<file path="src/rtl/nn_neuron_seq_if.sv">
// rtl/nn_neuron_seq_if.sv - input vector and result handshake bundle for nn_neuron_seq
interface nn_neuron_seq_if #(
  parameter int N_IN   = 4,
  parameter int DATA_W = 8,
  parameter int OUT_W  = 8
);
  logic                   in_valid;
  logic                   in_ready;
  logic [N_IN*DATA_W-1:0] in_data;
  logic                   out_valid;
  logic                   out_ready;
  logic [OUT_W-1:0]       out_data;
  logic                   out_sat;

  modport master (
    output in_valid, in_data, out_ready,
    input  in_ready, out_valid, out_data, out_sat
  );

  modport slave (
    input  in_valid, in_data, out_ready,
    output in_ready, out_valid, out_data, out_sat
  );
endinterface

</file>
<file path="src/rtl/nn_neuron_seq.sv">
// rtl/nn_neuron_seq.sv - time-multiplexed neuron: serial saturating MAC then step/hard-sigmoid/ReLU
module nn_neuron_seq #(
  parameter int N_IN   = 4,
  parameter int DATA_W = 8,
  parameter int WGT_W  = 8,
  parameter int ACC_W  = 20,
  parameter int OUT_W  = 8,
  parameter int SIG_SH = 2
) (
  input  logic                       clk,
  input  logic                       rst_n,
  input  logic                       cfg_we,
  input  logic [$clog2(N_IN+1)-1:0]  cfg_addr,
  input  logic signed [WGT_W-1:0]    cfg_wdata,
  output logic                       cfg_err,
  input  logic [1:0]                 act_mode,
  output logic                       busy,
  nn_neuron_seq_if.slave             io
);
  localparam int CA_W  = $clog2(N_IN + 1);
  localparam int IDX_W = (N_IN > 1) ? $clog2(N_IN) : 1;
  localparam int PRD_W = DATA_W + WGT_W;
  localparam int EW    = ACC_W + 2;
  localparam logic signed [ACC_W-1:0] ACC_MAX = {1'b0, {(ACC_W-1){1'b1}}};
  localparam logic signed [ACC_W-1:0] ACC_MIN = {1'b1, {(ACC_W-1){1'b0}}};
  localparam logic signed [EW-1:0]    OUT_MAX = EW'((1 << OUT_W) - 1);
  localparam logic signed [EW-1:0]    SIG_OFS = EW'(1 << (OUT_W - 1));

  typedef enum logic [1:0] {IDLE, MAC, ACT, OUT} state_t;
  state_t state, state_nx;

  logic signed [WGT_W-1:0] wgt [N_IN];
  logic signed [WGT_W-1:0] bias;
  logic [N_IN*DATA_W-1:0]  x_q;
  logic [1:0]              mode_q;
  logic signed [ACC_W-1:0] acc;
  logic [IDX_W-1:0]        idx;
  logic                    sat_q;

  logic                    accept;
  logic                    last;
  logic signed [DATA_W-1:0] x_cur;
  logic signed [PRD_W-1:0] prod;
  logic [ACC_W:0]          sum;
  logic                    sum_ovf;
  logic signed [ACC_W-1:0] sum_sat;
  logic signed [ACC_W-1:0] acc_sh;
  logic signed [EW-1:0]    act_v;
  logic [OUT_W-1:0]        act_data;
  logic                    act_clamp;

  assign accept       = (state == IDLE) && io.in_valid;
  assign io.in_ready  = (state == IDLE);
  assign io.out_valid = (state == OUT);
  assign busy         = (state != IDLE);
  assign last         = (idx == IDX_W'(N_IN - 1));

  // One extra guard bit on the sum exposes signed overflow of the ACC_W add.
  assign x_cur   = x_q[idx*DATA_W +: DATA_W];
  assign prod    = x_cur * wgt[idx];
  assign sum     = {acc[ACC_W-1], acc} + (ACC_W+1)'(prod);
  assign sum_ovf = sum[ACC_W] ^ sum[ACC_W-1];
  assign sum_sat = !sum_ovf ? sum[ACC_W-1:0] : (sum[ACC_W] ? ACC_MIN : ACC_MAX);
  assign acc_sh  = acc >>> SIG_SH;

  always_comb begin
    act_v     = '0;
    act_data  = '0;
    act_clamp = 1'b0;
    case (mode_q)
      2'd1:    act_v = {{2{acc_sh[ACC_W-1]}}, acc_sh} + SIG_OFS;
      2'd2:    act_v = {{2{acc[ACC_W-1]}}, acc};
      default: act_v = '0;
    endcase
    if (mode_q == 2'd1 || mode_q == 2'd2) begin
      if (act_v < 0) begin
        act_data  = '0;
        act_clamp = 1'b1;
      end else if (act_v > OUT_MAX) begin
        act_data  = '1;
        act_clamp = 1'b1;
      end else begin
        act_data  = act_v[OUT_W-1:0];
      end
    end else begin
      act_data = {{(OUT_W-1){1'b0}}, ~acc[ACC_W-1]};
    end
  end

  always_comb begin
    state_nx = state;
    case (state)
      IDLE:    if (io.in_valid) state_nx = MAC;
      MAC:     if (last) state_nx = ACT;
      ACT:     state_nx = OUT;
      OUT:     if (io.out_ready) state_nx = IDLE;
      default: state_nx = IDLE;
    endcase
  end

  always_ff @(posedge clk or negedge rst_n) begin
    if (!rst_n) state <= IDLE;
    else        state <= state_nx;
  end

  always_ff @(posedge clk or negedge rst_n) begin
    if (!rst_n) begin
      for (int i = 0; i < N_IN; i++) wgt[i] <= '0;
      bias        <= '0;
      x_q         <= '0;
      mode_q      <= '0;
      acc         <= '0;
      idx         <= '0;
      sat_q       <= 1'b0;
      io.out_data <= '0;
      io.out_sat  <= 1'b0;
      cfg_err     <= 1'b0;
    end else begin
      cfg_err <= 1'b0;
      // A write racing an accept is dropped so the captured vector sees one consistent weight set.
      if (cfg_we) begin
        if (state == IDLE && !accept && cfg_addr <= CA_W'(N_IN)) begin
          if (cfg_addr == CA_W'(N_IN)) bias <= cfg_wdata;
          else                         wgt[cfg_addr[IDX_W-1:0]] <= cfg_wdata;
        end else begin
          cfg_err <= 1'b1;
        end
      end
      case (state)
        IDLE: if (accept) begin
          x_q    <= io.in_data;
          mode_q <= act_mode;
          acc    <= ACC_W'(bias);
          idx    <= '0;
          sat_q  <= 1'b0;
        end
        MAC: begin
          acc   <= sum_sat;
          sat_q <= sat_q | sum_ovf;
          idx   <= idx + 1'b1;
        end
        ACT: begin
          io.out_data <= act_data;
          io.out_sat  <= sat_q | act_clamp;
        end
        default: ;
      endcase
    end
  end
endmodule

</file>
<file path="src/flat_wrapper.sv">
// flat-port wrapper written by rule: the top's interface ports become plain ports
module nn_neuron_seq_flat 
#(
  parameter int N_IN   = 4,
  parameter int DATA_W = 8,
  parameter int WGT_W  = 8,
  parameter int ACC_W  = 20,
  parameter int OUT_W  = 8,
  parameter int SIG_SH = 2
)
  (clk, rst_n, cfg_we, cfg_addr, cfg_wdata, cfg_err, act_mode, busy, io_in_valid, io_in_data, io_out_ready, io_in_ready, io_out_valid, io_out_data, io_out_sat);
  nn_neuron_seq_if #(.N_IN(N_IN), .DATA_W(DATA_W), .OUT_W(OUT_W)) io_i ();
  input  logic clk;
  input  logic rst_n;
  input  logic cfg_we;
  input  logic [$clog2(N_IN+1)-1:0] cfg_addr;
  input  logic signed [WGT_W-1:0] cfg_wdata;
  output logic cfg_err;
  input  logic [1:0] act_mode;
  output logic busy;
  input wire logic [$bits(io_i.in_valid)-1:0] io_in_valid;
  input wire logic [$bits(io_i.in_data)-1:0] io_in_data;
  input wire logic [$bits(io_i.out_ready)-1:0] io_out_ready;
  output wire logic [$bits(io_i.in_ready)-1:0] io_in_ready;
  output wire logic [$bits(io_i.out_valid)-1:0] io_out_valid;
  output wire logic [$bits(io_i.out_data)-1:0] io_out_data;
  output wire logic [$bits(io_i.out_sat)-1:0] io_out_sat;
  assign io_i.in_valid = io_in_valid;
  assign io_i.in_data = io_in_data;
  assign io_i.out_ready = io_out_ready;
  assign io_in_ready = io_i.in_ready;
  assign io_out_valid = io_i.out_valid;
  assign io_out_data = io_i.out_data;
  assign io_out_sat = io_i.out_sat;
  nn_neuron_seq #(.N_IN(N_IN), .DATA_W(DATA_W), .WGT_W(WGT_W), .ACC_W(ACC_W), .OUT_W(OUT_W), .SIG_SH(SIG_SH)) u_core (.clk(clk), .rst_n(rst_n), .cfg_we(cfg_we), .cfg_addr(cfg_addr), .cfg_wdata(cfg_wdata), .cfg_err(cfg_err), .act_mode(act_mode), .busy(busy), .io(io_i));
endmodule
</file>
<file path="config.mk">
export PLATFORM = sky130hd
export DESIGN_NAME = nn_neuron_seq_flat
export DESIGN_NICKNAME = d
export VERILOG_FILES = /design/src/rtl/nn_neuron_seq_if.sv /design/src/rtl/nn_neuron_seq.sv /design/src/flat_wrapper.sv
export SDC_FILE = /design/constraint.sdc
export NUM_CORES = 1
export LEC_CHECK = 0
export ABC_CLOCK_PERIOD_IN_PS = 5800
export CAP_MARGIN = 20
export CORE_UTILIZATION = 23
export CTS_CLUSTER_DIAMETER = 120
export DETAILED_ROUTE_END_ITERATION = 10
export SYNTH_ARGS = -nofsm -noshare
export SYNTH_HDL_FRONTEND = slang
export SYNTH_SLANG_ARGS = --single-unit
</file>
<file path="constraint.sdc">
create_clock -name clk -period 5.8 [get_ports clk]
set_input_delay 0.58 -clock clk [delete_from_list [all_inputs] [get_ports clk]]
set_output_delay 0.58 -clock clk [all_outputs]
set_load 0.05 [all_outputs]
</file>
==> run metrics, run 1 <==
final worst setup slack=-0.138 ns; CP Cell Sequence=buf_12, mux4_2, buf_6, nand2_4, inv_2, fa_1, inv_2, fa_2, buf_6, fa_1, inv_2, fa_1, ha_4, ha_4, and4_4, a21oi_4, or3_4, a21oi_4, a31oi_2, and3_4, a21o_1, a221o_1; worst r2r src=u_core.idx[0]; Max Slew Vio Count=0; Die ar.=38,900 um^2; CTS Buf Count=9; Clock Pin Slew Worst Setup and Hold Paths=0.07 ns; IO buf count=62; Synth Warn #=0; Synth top area share=31.1%; CTS Sinks=109; Die Span Y=197 um; Post-synth EDFFs=0; worst min path class=in -> async; synth unique cells=59; max cap viols=0; CP Buf/Inv Count=6; I/O Pins=63; CP required=6.03 ns; fraction of layout cells with a size suffix above 1=32.9%; cell row count=71; # hold bufs at CTS=0; total grt overflow=0; Hold Fails Final Rpt=0; clk root buf=clkbuf_16; 1st-iter DRT viols=239; final instance area=11,600 um^2; initial antenna violation count=0; unrepaired setup endpoints after global routing=yes; Crit. End Element=flop; routed wire length=21.0 mm; Post-Place Cell Area=10,600 um^2; area delta synth->final=31.9%; Seq/Total Area, Yosys=31.1%; min Tclk post-route=5.94 ns; layout net count=1,135; post-synthesis register bit count=109; Post-synth ARST share=100%; Core Footprint=37,600 um^2; ratio of final minimum period to clock period=102%; Clock Path Buffers=2; max incr delay on CP=0.58 ns; Synth area leaders=dfrtp_1, fa_1, mux2_2; commonest non-fill, non-tap cell in the layout=dfrtp_1; htree depth=3; CTS tree=built; die extent in x=197 um; Final GP Congestion=0.854; DR WL/cell=14.5 um; status=complete, but fails checks; slowest CP cell=mux4_2; via count=6,262; Post-route DRC=0; Worst-Margin Slew=0.806 ns; Clock Skew=0.0118 ns; Vias per Instance=4.32; Mapped Area=8770 um^2; largest net degree at the start of global routing=65; Final setup viols=21; syn_nets=983; Worst EP arrival=6.17 ns; Antenna diodes=0; All-Layer GR Usage=11.3%; CP Launch Type=flop; Main synth FF type=dfrtp_1; syn_area_per_cell=11.2 um^2; kind of critical path=reg -> reg; leading area contributor after synthesis=dfrtp_1; failing checks=setup timing; vias in the first global route=6,796; normalized max-slew margin=46.3%; fmax=0.168 GHz; DRT Pass-1 Iters=4; first-pass GRT wire length=35.2 mm; Post-Syn Instances=785; Critical path origin=u_core.idx[0]; FILL cells=3,825; crit-path max FO=6; Clk Latency, worst-skew pair=0.36 ns; commonest cells after routing, fill and taps aside=dfrtp_1, inv_1, fa_1; DP HPWL=17.0 mm; Starting Density=23.3%; Largest delay share family, worst path=adder cells; antenna viol nets, final=0
-- routing by layer --
metal | global-route usage [%] | vias up | part of all wire, %
met1 | 14.4 | 3214 | 44
met4 | 2.50 | 0 | 1.2
met3 | 1.43 | 12 | 2.1
li1 | - | 2955 | -
met2 | 20.3 | 81 | 53
met5 | 0 | - | 0
-- cell type report --
cell class	instances	area [um^2]	area share [%]
inverters	113	424	3.67
clock inverters	5	37.5	0.324
multi-input cells	543	6050	52.3
flip-flops and latches	109	2730	23.6
repair buffers	161	1470	12.7
clock buffers	9	225	1.95
well taps	511	639	5.53
-- synth_stat cells, types with 12 or more instances --
library cell  count
inv_1           113
dfrtp_1         109
fa_1             92
mux2_2           75
nand2_1          58
ha_1             56
and2_1           36
nor2_1           33
a21oi_1          27
o21ai_0          21
mux4_2           15
a22oi_1          12
-- state kept, by name (all words and copies together), names as in the netlist --
register	cells
u_core.bias	8
u_core.io.out_data	8
u_core.io.out_sat	1
u_core.x_q	32
u_core.acc	20
u_core.wgt	32
u_core.state	2
u_core.sat_q	1
u_core.mode_q	2
u_core.idx	2
u_core.cfg_err	1
-- cell families (layout without fill, tap and decap cells) --
family / Yosys count / after routing / synth area share, %
flops: 109 / 109 / 31.1
compound gates: 124 / 124 / 9.64
xor+xnor: 16 / 16 / 1.60
simple gates: 164 / 164 / 9.16
fa+ha+maj: 148 / 148 / 29.0
mux: 91 / 91 / 13.6
buf+inv: 133 / 288 / 5.95
-- path summary, 6_finish.rpt --
check                                   endpoint  slack (ns)  cells after the start
worst max-delay path               u_core.acc[6]       -0.14                     22
worst min-delay path              u_core.wgt[31]        0.32                      1
worst max register to register     u_core.acc[6]       -0.14                     22
worst min register to register    u_core.wgt[31]        0.50                      1
max in group asynchronous       u_core.mode_q[0]        4.37                      2
min in group clk                  u_core.wgt[31]        0.50                      1
-- repair_timing --
item                       in CTS  in global routing
hold endpoints to repair        0                  0
gates resized for setup        62                 30
buffers inserted               16                  8
setup endpoints to repair      21                 21
cloned                          0                  1
pin swaps                      50                 32
-- stage by stage --
step           utilization, %  std cells  hold slack [ns]  worst slack [ns]  setup TNS, ns
6_report                 30.8       1451            0.318            -0.138          -1.81
5_1_grt                  30.8       1451            0.384            -0.352          -6.44
4_1_cts                  30.2       1442            0.349           -0.0816          -1.04
3_5_place_dp             28.3       1413            0.488            -0.380          -6.12
3_3_place_gp             28.3       1413            0.482            -0.272          -4.44
2_1_floorplan               -        785            0.284          -0.00751       -0.00751
Power of run 1 is left out: the tool's default activity adds up to more than one toggle a clock period on the data nets, which glitch-free logic cannot reach.
==> run 2, diff against run 1 <==
Settings changed: HOLD_SLACK_MARGIN set to 0.15.
==> results of run 2 <==
The final DEF is identical to that of run 1; final timing and power are the same.
Power of run 2 is left out for the same reason.
